===== config.mk =====
export PLATFORM = sky130hd
export DESIGN_NAME = wb_counter_7seg_mux
export DESIGN_NICKNAME = d
export VERILOG_FILES = /design/src/rtl/wb_counter_pkg.sv /design/src/rtl/wb_counter_7seg_mux_seg7_scan.sv /design/src/rtl/wb_counter_7seg_mux.sv
export SDC_FILE = /design/constraint.sdc
export NUM_CORES = 1
export LEC_CHECK = 0
export ABC_AREA = 1
export CAP_MARGIN = 5
export CORE_ASPECT_RATIO = 0.9
export CORE_MARGIN = 2
export CORE_UTILIZATION = 48
export DETAILED_ROUTE_END_ITERATION = 16
export MAX_ROUTING_LAYER = met4
export PLACE_DENSITY_LB_ADDON = 0.1
export SKIP_CTS_REPAIR_TIMING = 1
export SYNTH_ARGS = -nofsm -noshare
export SYNTH_HDL_FRONTEND = slang
export SYNTH_HIERARCHICAL = 1
export SYNTH_SLANG_ARGS = --single-unit

===== constraint.sdc =====
create_clock -name wb_clk_i -period 1.8 [get_ports wb_clk_i]
set_input_delay 0.36 -clock wb_clk_i [delete_from_list [all_inputs] [get_ports wb_clk_i]]
set_output_delay 0.36 -clock wb_clk_i [all_outputs]
set_load 0.01 [all_outputs]

===== src/rtl/wb_counter_pkg.sv =====
// Shared register map, CTRL layout and 7-segment decode for the Wishbone
// counter / multiplexed hex display peripheral.
package wb_counter_pkg;

  localparam logic [1:0] REG_CTRL     = 2'd0;
  localparam logic [1:0] REG_PRESCALE = 2'd1;
  localparam logic [1:0] REG_COUNT    = 2'd2;
  localparam logic [1:0] REG_TERM     = 2'd3;

  localparam int CTRL_EN     = 0;
  localparam int CTRL_DOWN   = 1;
  localparam int CTRL_IRQ_EN = 2;
  localparam int CTRL_INV    = 3;
  localparam int CTRL_OE     = 4;
  localparam int CTRL_WRAP   = 8;

  typedef struct packed {
    logic wrap;
    logic oe;
    logic inv;
    logic irq_en;
    logic down;
    logic en;
  } ctrl_t;

  // Segments a..g on bits 0..6; entry 0 is the rightmost element.
  localparam logic [15:0][6:0] HEX7_TABLE = {
    7'h71, 7'h79, 7'h5E, 7'h39, 7'h7C, 7'h77, 7'h6F, 7'h7F,
    7'h07, 7'h7D, 7'h6D, 7'h66, 7'h4F, 7'h5B, 7'h06, 7'h3F
  };

  function automatic logic [6:0] hex7(input logic [3:0] nib);
    return HEX7_TABLE[nib];
  endfunction

endpackage


===== src/rtl/wb_counter_7seg_mux_seg7_scan.sv =====
// Display scanner: free-running divider steps the digit index, and the
// selected nibble is decoded into registered segment / digit-select buses.
module seg7_scan
  import wb_counter_pkg::*;
#(
  parameter int BITS       = 16,
  parameter int DIGITS     = 4,
  parameter int SCAN_DIV_W = 10
) (
  input  logic              clk,
  input  logic              rst_n,
  input  logic [BITS-1:0]   count,
  input  logic              oe,
  input  logic              inv,
  output logic [6:0]        seg,
  output logic [DIGITS-1:0] digit_sel
);
  localparam int IDX_W = (DIGITS > 1) ? $clog2(DIGITS) : 1;
  localparam int PAD_W = (4 * DIGITS > BITS) ? 4 * DIGITS : BITS;

  logic [SCAN_DIV_W-1:0] div;
  logic [IDX_W-1:0]      idx;
  logic [PAD_W-1:0]      count_pad;
  logic [3:0]            nibble;
  logic [DIGITS-1:0]     onehot;
  logic                  unused_pad;

  // Digits past the counter width read as zero.
  assign count_pad  = PAD_W'(count);
  assign nibble     = count_pad[{idx, 2'b00} +: 4];
  assign onehot     = DIGITS'(1) << idx;
  assign unused_pad = &{1'b0, count_pad};

  always_ff @(posedge clk or negedge rst_n) begin
    if (!rst_n) begin
      div <= '0;
      idx <= '0;
    end else begin
      div <= div + 1'b1;
      if (&div) idx <= (idx == IDX_W'(DIGITS - 1)) ? '0 : idx + 1'b1;
    end
  end

  always_ff @(posedge clk or negedge rst_n) begin
    if (!rst_n) begin
      seg       <= '0;
      digit_sel <= '0;
    end else begin
      seg       <= oe ? (hex7(nibble) ^ {7{inv}}) : '0;
      digit_sel <= oe ? (onehot ^ {DIGITS{inv}}) : '0;
    end
  end

endmodule


===== src/rtl/wb_counter_7seg_mux.sv =====
// Wishbone up/down counter with prescaler, terminal value, wrap interrupt,
// binary GPIO output and a time-multiplexed hex display.
module wb_counter_7seg_mux
  import wb_counter_pkg::*;
#(
  parameter int          BITS       = 16,
  parameter int          DIGITS     = 4,
  parameter int          SCAN_DIV_W = 10,
  parameter logic [31:0] BASE_ADDR  = 32'h3000_0000
) (
  input  logic              wb_clk_i,
  input  logic              wb_rst_n,
  input  logic              wbs_cyc_i,
  input  logic              wbs_stb_i,
  input  logic              wbs_we_i,
  input  logic [3:0]        wbs_sel_i,
  input  logic [31:0]       wbs_adr_i,
  input  logic [31:0]       wbs_dat_i,
  output logic              wbs_ack_o,
  output logic [31:0]       wbs_dat_o,
  output logic [BITS-1:0]   count_out,
  output logic [BITS-1:0]   count_oeb,
  output logic [6:0]        seg_out,
  output logic [6:0]        seg_oeb,
  output logic [DIGITS-1:0] digit_sel_out,
  output logic [DIGITS-1:0] digit_sel_oeb,
  output logic              irq
);
  ctrl_t           ctrl;
  logic [15:0]     prescale, psc;
  logic [BITS-1:0] count, term, count_nxt, wmask_b, wdata_b;
  logic [31:0]     wmask, rdata;
  logic [1:0]      off;
  logic            req, acc, wr, rd;
  logic            ctrl_wr, psc_wr, cnt_wr, term_wr;
  logic            tick, wrap_evt;
  logic            unused_ok;

  assign req     = wbs_cyc_i & wbs_stb_i & (wbs_adr_i[31:4] == BASE_ADDR[31:4]);
  // Blocking on the current ack keeps acks one clock wide and never back to back.
  assign acc     = req & ~wbs_ack_o;
  assign wr      = acc & wbs_we_i;
  assign rd      = acc & ~wbs_we_i;
  assign off     = wbs_adr_i[3:2];
  assign ctrl_wr = wr & (off == REG_CTRL);
  assign psc_wr  = wr & (off == REG_PRESCALE);
  assign cnt_wr  = wr & (off == REG_COUNT);
  assign term_wr = wr & (off == REG_TERM);

  assign wmask   = {{8{wbs_sel_i[3]}}, {8{wbs_sel_i[2]}}, {8{wbs_sel_i[1]}}, {8{wbs_sel_i[0]}}};
  assign wmask_b = wmask[BITS-1:0];
  assign wdata_b = wbs_dat_i[BITS-1:0];
  assign unused_ok = &{1'b0, wbs_adr_i[1:0], wbs_dat_i, wmask};

  assign tick = ctrl.en & (psc == prescale);

  always_comb begin
    count_nxt = count;
    wrap_evt  = 1'b0;
    if (cnt_wr) begin
      count_nxt = (count & ~wmask_b) | (wdata_b & wmask_b);
    end else if (tick) begin
      if (ctrl.down) begin
        wrap_evt  = (count == '0);
        count_nxt = wrap_evt ? term : count - 1'b1;
      end else begin
        // Above TERM the count runs on and wraps naturally at all-ones.
        wrap_evt  = (count == term) | (&count);
        count_nxt = (count == term) ? '0 : count + 1'b1;
      end
    end
  end

  always_comb begin
    rdata = '0;
    case (off)
      REG_CTRL: begin
        rdata[CTRL_EN]     = ctrl.en;
        rdata[CTRL_DOWN]   = ctrl.down;
        rdata[CTRL_IRQ_EN] = ctrl.irq_en;
        rdata[CTRL_INV]    = ctrl.inv;
        rdata[CTRL_OE]     = ctrl.oe;
        rdata[CTRL_WRAP]   = ctrl.wrap;
      end
      REG_PRESCALE: rdata[15:0]     = prescale;
      REG_COUNT:    rdata[BITS-1:0] = count;
      REG_TERM:     rdata[BITS-1:0] = term;
      default: ;
    endcase
  end

  always_ff @(posedge wb_clk_i or negedge wb_rst_n) begin
    if (!wb_rst_n) begin
      wbs_ack_o <= 1'b0;
      wbs_dat_o <= '0;
    end else begin
      wbs_ack_o <= acc;
      wbs_dat_o <= rd ? rdata : '0;
    end
  end

  always_ff @(posedge wb_clk_i or negedge wb_rst_n) begin
    if (!wb_rst_n) begin
      ctrl <= '0;
    end else begin
      if (ctrl_wr && wbs_sel_i[0]) begin
        ctrl.en     <= wbs_dat_i[CTRL_EN];
        ctrl.down   <= wbs_dat_i[CTRL_DOWN];
        ctrl.irq_en <= wbs_dat_i[CTRL_IRQ_EN];
        ctrl.inv    <= wbs_dat_i[CTRL_INV];
        ctrl.oe     <= wbs_dat_i[CTRL_OE];
      end
      // A wrap in the same clock as the clearing write stays set.
      if (wrap_evt)
        ctrl.wrap <= 1'b1;
      else if (ctrl_wr && wbs_sel_i[1] && wbs_dat_i[CTRL_WRAP])
        ctrl.wrap <= 1'b0;
    end
  end

  always_ff @(posedge wb_clk_i or negedge wb_rst_n) begin
    if (!wb_rst_n) begin
      prescale <= '0;
      term     <= '1;
      count    <= '0;
      psc      <= '0;
    end else begin
      if (psc_wr) prescale <= (prescale & ~wmask[15:0]) | (wbs_dat_i[15:0] & wmask[15:0]);
      if (term_wr) term <= (term & ~wmask_b) | (wdata_b & wmask_b);
      count <= count_nxt;
      if (!ctrl.en || psc_wr || cnt_wr || tick) psc <= '0;
      else psc <= psc + 16'd1;
    end
  end

  assign count_out     = count;
  assign count_oeb     = {BITS{~ctrl.oe}};
  assign seg_oeb       = {7{~ctrl.oe}};
  assign digit_sel_oeb = {DIGITS{~ctrl.oe}};
  assign irq           = ctrl.wrap & ctrl.irq_en;

  seg7_scan #(
    .BITS       (BITS),
    .DIGITS     (DIGITS),
    .SCAN_DIV_W (SCAN_DIV_W)
  ) u_scan (
    .clk       (wb_clk_i),
    .rst_n     (wb_rst_n),
    .count     (count),
    .oe        (ctrl.oe),
    .inv       (ctrl.inv),
    .seg       (seg_out),
    .digit_sel (digit_sel_out)
  );

endmodule


==> reports/metrics.yaml <==
end_kind: "flip-flop"
hp-class: "flip-flop to flip-flop"
clk_path_buf_depth: 2
syn_inst: 1191
seqCellArea_um2: 2793
cp.required_ns: 2.10
syn2layout_area_growth_pct: 44.37
antenna_found_initial: 0
fp.dieW_um: 140.8
grt_max_degree: 34
fin_setup_tns_ns: -0.7800
p_seq_frac: 0.510
ys_ff_latch: 110
yosysSeqAreaShare: 0.3428
grt_pass1_vias: 7430
worstSkewPairLatency_ns: 0.37
setup_viol_count_final: 18
numPortBuffers: 124
multi_input_area_um2: 4830
drtPass1Iterations: 5
routed-wl-met2_mm: 12.11
drt_iter0_markers: 754
fin_skew_ns: 0.01545
rsz0062_at_grt: "yes"
via_per_inst: 5.247
criticalPathCategory: "flip-flop to flip-flop"
cts_sinks: 110
setup_ws_ns: -0.09662
num-fill-cells: 1403
status: "finished, violations left"
cap_violations: 0
leakage_nw: 5.868
p_sw_frac: 0.2548
drive_above_1_share: 0.2690
post_drt_wl_per_cell_um: 16.20
fmax_ghz: 0.5273
fin_nets: 1529
synth_area_per_cell_um2: 6.791
power_density_nw_per_um2: 414.8
wl_met3_mm: 1.959
ff2ff_setup_slack_ns: -0.1
diodes: 0
num_rows: 45
place.gp.congestion: 0.9533
cts_root_buf: "clkbuf_16"
core-area_um2: 16670
drt-met1-wl_mm: 12.40
numCtsBuffers: 9
worstSetupStartpointType: "flip-flop"
peakVddDrop_mv: 0.4024
track_usage: 0.2830
dp_slack_ns: -0.5892
dp_hpwl_mm: 19.60
violations: "setup timing"
initial_core_util: 0.4853
htree_levels: 3
yosys_warnings: 6
die_area_um2: 17910
slew_headroom: 0.6028
wl_mm: 26.84
net-switching-power_mw: 1.234
clock_power_share: 0.415
dieHeight_um: 127.1
cts_tree: "done"
final_antenna_net_count: 0
grt_overflow: 0
finalCritPeriodShare: 1.054
netlist_area_um2: 8088
worstPathMaxFanout: 6
final-hold-violation-count: 0
arrival_ns: 2.19
grt_pass1_wl_mm: 38.90
p_comb_frac: 0.075
whs_ns: 0.4548
clk_pin_slew_ns: 0.08
ys_types: 44
intPower_mw: 3.609
io_pins: 161
drc: 0
vias: 8695
tightest_slew_ns: 0.5921
fin_crit_ns: 1.897
top_layer: "met4"
drv_slew: 0
==> stage by stage <==
step / util / cells / power (mW) / area, µm²
after floorplan: - / 1206 / 2.627 / 8169
after global placement: 0.6150 / 1600 / 2.866 / 10250
after detailed placement: 0.6150 / 1600 / 2.867 / 10250
after CTS: 0.6325 / 1616 / 4.875 / 10540
after global routing: 0.7006 / 1657 / 4.997 / 11680
final: 0.7006 / 1657 / 4.843 / 11680
==> power groups by stage <==
stage	combinational, mW	sequential [mW]	clock [mW]
global placement	0.347	2.52	0
floorplan	0.108	2.52	0
CTS	0.350	2.47	2.05
global route	0.397	2.47	2.13
finish	0.365	2.47	2.01
detailed placement	0.349	2.52	0
==> area by class of cell <==
type / count / area share
clock buffer: 10 / 0.01961
clock inverter: 6 / 0.005358
inverter: 137 / 0.04501
multi-input combinational: 885 / 0.4136
sequential: 110 / 0.2392
tap: 211 / 0.02261
timing repair buffer: 298 / 0.2546
==> kinds of logic after synthesis <==
kind of cell,count (synthesis),synth area share
and+or+nand+nor,695,0.3792
buffers and inverters,216,0.1346
AOI/OAI and AO/OA,125,0.08833
DFF,110,0.3428
xor gates and xnor gates,29,0.03140
adders and majority gates,15,0.02321
other,1,0.0004637
==> synth_stat cells, drive strengths merged <==
| cell type | instances | area, µm² |
|---|---|---|
| a21oi | 39 | 210.2 |
| a221oi | 4 | 35.03 |
| a31oi | 5 | 31.28 |
| and2 | 2 | 12.52 |
| buf | 68 | 528.0 |
| clkbuf | 11 | 42.54 |
| clkinv | 6 | 26.27 |
| conb | 1 | 3.750 |
| dfrtp | 94 | 2352 |
| dfstp | 16 | 420.4 |
| ha | 15 | 187.7 |
| inv | 131 | 491.7 |
| nand2 | 346 | 1359 |
| nand3 | 110 | 603.1 |
| nand3b | 4 | 30.03 |
| nand4 | 29 | 187.7 |
| nor2 | 182 | 733.2 |
| nor3 | 16 | 102.6 |
| nor3b | 1 | 7.510 |
| nor4 | 4 | 25.02 |
| o211ai | 3 | 22.52 |
| o21ai | 65 | 359.1 |
| o22ai | 9 | 56.30 |
| or2 | 1 | 6.260 |
| xnor2 | 6 | 52.55 |
| xor2 | 23 | 201.4 |
==> metal layers <==
metal	up-vias	track usage
li1	4245	-
met2	354	0.4241
met4	0	0.05941
met5	-	-
met1	4060	0.4098
met3	36	0.04273
==> path summary, 6_finish.rpt <==
| path | from | end | depth (start not counted) |
|---|---|---|---|
| hold reg to reg | u_scan/div[0] | u_scan/div[0] | 1 |
| min in group asynchronous | wb_rst_n | wbs_ack_o | 2 |
| setup / recovery | flip-flop | flip-flop | 11 |
| hold / removal | u_scan/div[0] | u_scan/div[0] | 1 |
| setup reg to reg | flip-flop | flip-flop | 11 |
| max in group asynchronous | wb_rst_n | async pin | 3 |
==> placed cells by master (no fill, tap or decap), types with 9 or more instances in the layout <==
cell	instances
a21oi_2	10
dfrtp_2	16
o21ai_2	14
a21oi_1	29
ha_1	10
inv_1	120
o21ai_0	27
nand3_1	82
inv_2	9
nor2_1	140
dlymetal6s2s_1	72
buf_4	143
nand2_2	30
buf_6	18
buf_12	10
nand2_4	9
dfstp_2	16
nand4_1	28
nand3_2	24
nor2_4	9
clkdlybuf4s50_1	51
nor2_2	31
clkbuf_16	12
o22ai_1	9
xor2_1	23
conb_1	16
nand2_1	309
o21ai_1	24
nor3_1	9
dfrtp_1	78
==> worst max-delay path: stages (launching register included) <==
cell and delay, ns:
dfrtp_2 0.47, clkbuf_16 0.18, nor2_8 0.11, nand2_4 0.08
nor3_4 0.22, buf_4 0.17, nand2_2 0.11, nand3_1 0.12
nand2_1 0.08, a21oi_2 0.16, nor2_2 0.04, nor2_1 0.08
Note: power is estimated with default switching activity, not from simulation.
==> RTL edit 1, RTL diff (same settings) <==
Put a register stage on the outputs `count_oeb`, `seg_oeb`, `digit_sel_oeb` and `irq`, cleared by the reset. The values now appear one clock later. The other outputs are not delayed to match.
--- a/src/rtl/wb_counter_7seg_mux.sv
+++ b/src/rtl/wb_counter_7seg_mux.sv
@@ -135,8 +135,17 @@
 
   assign count_out     = count;
-  assign count_oeb     = {BITS{~ctrl.oe}};
-  assign seg_oeb       = {7{~ctrl.oe}};
-  assign digit_sel_oeb = {DIGITS{~ctrl.oe}};
-  assign irq           = ctrl.wrap & ctrl.irq_en;
+  always_ff @(posedge wb_clk_i or negedge wb_rst_n) begin
+    if (!wb_rst_n) begin
+      count_oeb     <= '0;
+      seg_oeb       <= '0;
+      digit_sel_oeb <= '0;
+      irq           <= '0;
+    end else begin
+      count_oeb     <= {BITS{~ctrl.oe}};
+      seg_oeb       <= {7{~ctrl.oe}};
+      digit_sel_oeb <= {DIGITS{~ctrl.oe}};
+      irq           <= ctrl.wrap & ctrl.irq_en;
+    end
+  end
 
   seg7_scan #(
Check against the original RTL: not equivalent (Yosys sat finds a counterexample within 4 cycles, from zero or initial values and one cycle with wb_rst_n low).
==> RTL edit 1 against the unedited design <==
- the run still ends with setup timing left
- area after synthesis increased by 0.62%
- cell count increased by 0.72%
- total power decreased by 0.46%
- combinational power decreased by 3%
- sequential cell count increased by 2
- routed wire length increased by 1.4%
- final area increased by 2.1%
- worst setup slack improved by 5.5 ps
- largest cell class unchanged
- highest routed layer unchanged
==> RTL edit 1: results (changes against the unedited design) <==
status: "finished with violations"
violations: "setup timing"
grt_first_pass_wirelength_mm: 39.1  # +0.60%
grt_pass1_vias: 7663  # +3.1%
fin_ws_ps: -91.1  # +5.52 ps
ys_top_cells_by_area: "dfrtp_1 (30%), nand2_1 (15%), nor2_1 (8.1%)"
drt_iter0_drc: 778  # +3.2%
fillers: 1363  # -2.9%
dpl.cell_count: 1604  # +0.25%
vdd_drop_max_v: 0.000492  # +22%
firstDrtPassIters: 6  # +1
layout-drive-gt1-share_pct: 28.1  # +1.2 points
viasPerCell: 5.28  # +0.55%
yosysSeqAreaShare_pct: 34.7  # +0.40 points
yosys-top-cells-count: "nand2_1 (334), nor2_1 (175), inv_1 (127)"
ys_types: 44  # unchanged
grt_max_degree: 33  # -2.9%
fin_cells: 1669  # +0.72%
power_leakage_nw: 5.92  # +0.84%
syn_area_per_cell_um2: 6.82  # +0.45%
routabilityCongestion: 0.949  # -0.50%
path_max_fanout: 5  # -1
wirelength_mm: 27.2  # +1.4%
placed_area_um2: 10300  # +0.64%
fin_skew_ps: 7.25  # -8.19 ps
yosysWarnings: 6  # unchanged
hold_path_class: "flop to flop"
finalSetupViolations: 17  # -1
grt_use_total_pct: 28.4  # +0.091 points
clkTransAtPathRegs_ps: 80  # about the same
place_ws_ps: -460  # +129 ps
synth_flop_cell: "dfrtp_1"
relSlewSlack_pct: 53.9  # -6.4 points
nNetsFinal: 1541  # +0.78%
place_hpwl_mm: 19.5  # -0.39%
## RTL edit 1: path summary, 6_finish.rpt
path	startpoint	end	slack [ps]	depth (start not counted)
max in group asynchronous	wb_rst_n	psc[15]$_DFF_PN0_	700	3
worst min register to register	u_scan/div[0]$_DFF_PN0_	u_scan/div[0]$_DFF_PN0_	470	1
worst min-delay path	u_scan/div[0]$_DFF_PN0_	u_scan/div[0]$_DFF_PN0_	470	1
min in group asynchronous	wb_rst_n	u_scan/div[6]$_DFF_PN0_	480	2
worst max register to register	flop	flop	-90	12
worst max-delay path	flop	flop	-90	12
## RTL edit 1: area by class of cell
cell class	instances	area, um2	area share [%]
multi-input cells	885	4900	41.1
repair buffers	308	3110	26.1
flip-flops and latches	112	2840	23.8
inverters	137	531	4.45
well taps	211	264	2.21
clock buffers	9	225	1.89
clock inverters	7	56.3	0.472
## RTL edit 1: critical path, cell delays in order, from the launching register on
cell	delay, ps
dfrtp_2	440
buf_12	150
nor2_8	90
nand2_4	80
nor3_4	240
buf_6	200
nand2_8	80
buf_4	140
nand2_2	60
nand3_2	70
a21oi_2	150
nor2_1	50
nor2_1	80
## RTL edit 1: report_power, final
part	internal [mW]	switching (mW)	total [mW]
Clock	0.954	0.997	1.95
Sequential	2.52	0.0000000889	2.52
Combinational	0.154	0.200	0.354
## RTL edit 1: cells by family (layout without fill, tap and decap cells)
group	Yosys count	count (layout)	synth area share (%)
buffers and inverters	216	461	13.4
and+or+nand+nor	695	700	37.7
AOI/OAI and AO/OA	125	125	8.78
other	1	16	0.0461
xor gates and xnor gates	29	29	3.12
adders and majority gates	15	15	2.31
DFF	112	112	34.7
## RTL edit 1: metal layers
layer | up-vias | track usage (%) | part of all wire (%)
li1 | 4267 | - | -
met1 | 4084 | 38.8 | 44
met2 | 398 | 43.6 | 46
met3 | 57 | 4.50 | 7.7
met4 | 0 | 8.88 | 2.4
met5 | - | - | 0
## RTL edit 1: metrics by stage
step | power, mW | util [%] | setup TNS (ps)
final | 4.82 | 71.3 | -983
after global routing | 4.99 | 71.3 | -3200
after CTS | 4.85 | 63.4 | -6150
after detailed placement | 2.91 | 61.7 | -28010
after global placement | 2.91 | 61.7 | -27710
after floorplan | 2.67 | - | -70.3
==> RTL edit 2, RTL diff (same settings) <==
Made on the original files. `BITS` is set to 16 in 2 places; all go to 24.
--- a/src/rtl/wb_counter_7seg_mux_seg7_scan.sv
+++ b/src/rtl/wb_counter_7seg_mux_seg7_scan.sv
@@ -4,5 +4,5 @@
   import wb_counter_pkg::*;
 #(
-  parameter int BITS       = 16,
+  parameter int BITS       = 24,
   parameter int DIGITS     = 4,
   parameter int SCAN_DIV_W = 10
--- a/src/rtl/wb_counter_7seg_mux.sv
+++ b/src/rtl/wb_counter_7seg_mux.sv
@@ -4,5 +4,5 @@
   import wb_counter_pkg::*;
 #(
-  parameter int          BITS       = 16,
+  parameter int          BITS       = 24,
   parameter int          DIGITS     = 4,
   parameter int          SCAN_DIV_W = 10,
Ports: changed (resized count_oeb and count_out); port bits go from 161 to 177. The function was not compared with the original's and may differ.
==> RTL edit 2 against the unedited design <==
- the flow still finishes with violations (setup timing)
- global-route usage grew 5.3 points
- routed wire length grew 50%
- hold slack lost 73 ps
- worst setup slack lost 220 ps
- synthesized cell count grew 22%
- final area grew 40%
- total power grew 49%
- sequential cell count grew 24
- area after synthesis grew 18%
- count of clock-buffer cells in the layout grew 11
- critical path type unchanged
- highest routed layer unchanged
==> RTL edit 2: results (changes against the unedited design) <==
status: "finished with violations"
violations: "setup timing"
fin_cells: 2177  # +31%
synth_compound_area_share_pct: 10.6  # +1.8 points
power_mw: 7.20  # +49%
grt.met1_usage_pct: 46.7  # +5.7 points
final_area_um2: 16400  # +40%
num_vias: 12071  # +39%
wirelength_mm: 40.2  # +50%
yosys-top-cells-count: "nand2_1 (444), nor2_1 (208), inv_1 (150)"
grt_pass1_vias: 10269  # +38%
crit_required_ps: 2120  # +20 ps
relSlewSlack_pct: 60.5  # +0.19 points
cts_made_buffers: 17  # +8
p_sw_share_pct: 24.9  # -0.61 points
power_leakage_nw: 7.94  # +35%
yosysSeqAreaShare_pct: 35.4  # +1.1 points
port_buffers: 157  # +27%
nNetsFinal: 2002  # +31%
hold_path_class: "primary input to asynchronous set/reset pin"
synth_xor_area_share_pct: 4.12  # +0.98 points
synth_adder_area_share_pct: 1.96  # -0.36 points
drt_iter0_drc: 1189  # +58%
wl_met1_mm: 16.4  # +32%
grt_use_met3_pct: 5.47  # +1.2 points
place_ws_ps: -606  # -17.2 ps
firstDrtPassIters: 6  # +1
clockPowerShare_pct: 51.8  # +10 points
met3WireLength_mm: 4.08  # +110%
met2_length_mm: 18.4  # +52%
met2_usage_pct: 51.4  # +9.0 points
grt_use_total_pct: 33.6  # +5.3 points
r2r_cells: 10  # -1
h-tree-depth: 4  # +1
ys_types: 41  # -6.8%
finalSetupViolations: 47  # +29
comb_power_share_pct: 6.4  # -1.1 points
ys_top_cells_by_area: "dfrtp_1 (29%), nand2_1 (17%), nor2_1 (8.2%)"
antenna_found_initial: 0  # unchanged
routabilityCongestion: 1.02  # +7.1%
fin_ws_ps: -314  # -217 ps
dpl.cell_count: 2080  # +30%
vdd_drop_max_v: 0.000532  # +32%
syn_inst: 1456  # +22%
grt_first_pass_wirelength_mm: 53.9  # +39%
placed_area_um2: 13400  # +30%
place_hpwl_mm: 26.6  # +36%
layout-drive-gt1-share_pct: 38.5  # +12 points
insertion_delay_ps: 440  # +70 ps
grt_max_degree: 50  # +47%
timing.setup.tns_ps: -5870  # -5090 ps
fin_skew_ps: 12.2  # -3.26 ps
top_layer: "met4"
holdWs_ps: 382  # -73.0 ps
fillers: 1146  # -18%
## RTL edit 2: cell types whose count changed after synthesis, moves of 9 or more
cell	change
a21oi_1	+41
buf_2	+19
buf_6	-9
dfrtp_1	+16
inv_1	+23
nand2_1	+110
nand3b_1	+9
nand4_1	-15
nor2_1	+33
o21ai_0	+36
xor2_1	+16
## RTL edit 2: layout make-up
| cell class | instances | share of cell area (%) |
|---|---|---|
| multi-input cells | 1083 | 39.0 |
| well taps | 250 | 1.91 |
| clock inverters | 11 | 0.840 |
| clock buffers | 21 | 2.87 |
| flip-flops and latches | 134 | 20.8 |
| repair buffers | 525 | 30.9 |
| inverters | 153 | 3.62 |
## RTL edit 2: worst max path at each step
stage	slack, ps	from	end	depth (start not counted)
global route	-380	flop	flop	10
detailed placement	-610	wbs_adr_i[17]	flop	10
finish	-310	flop	flop	10
global placement	-550	wbs_adr_i[27]	flop	13
CTS	-470	flop	ctrl[5]$_DFFE_PN0P_	11
floorplan	7	flop	ctrl[5]$_DFFE_PN0P_	11
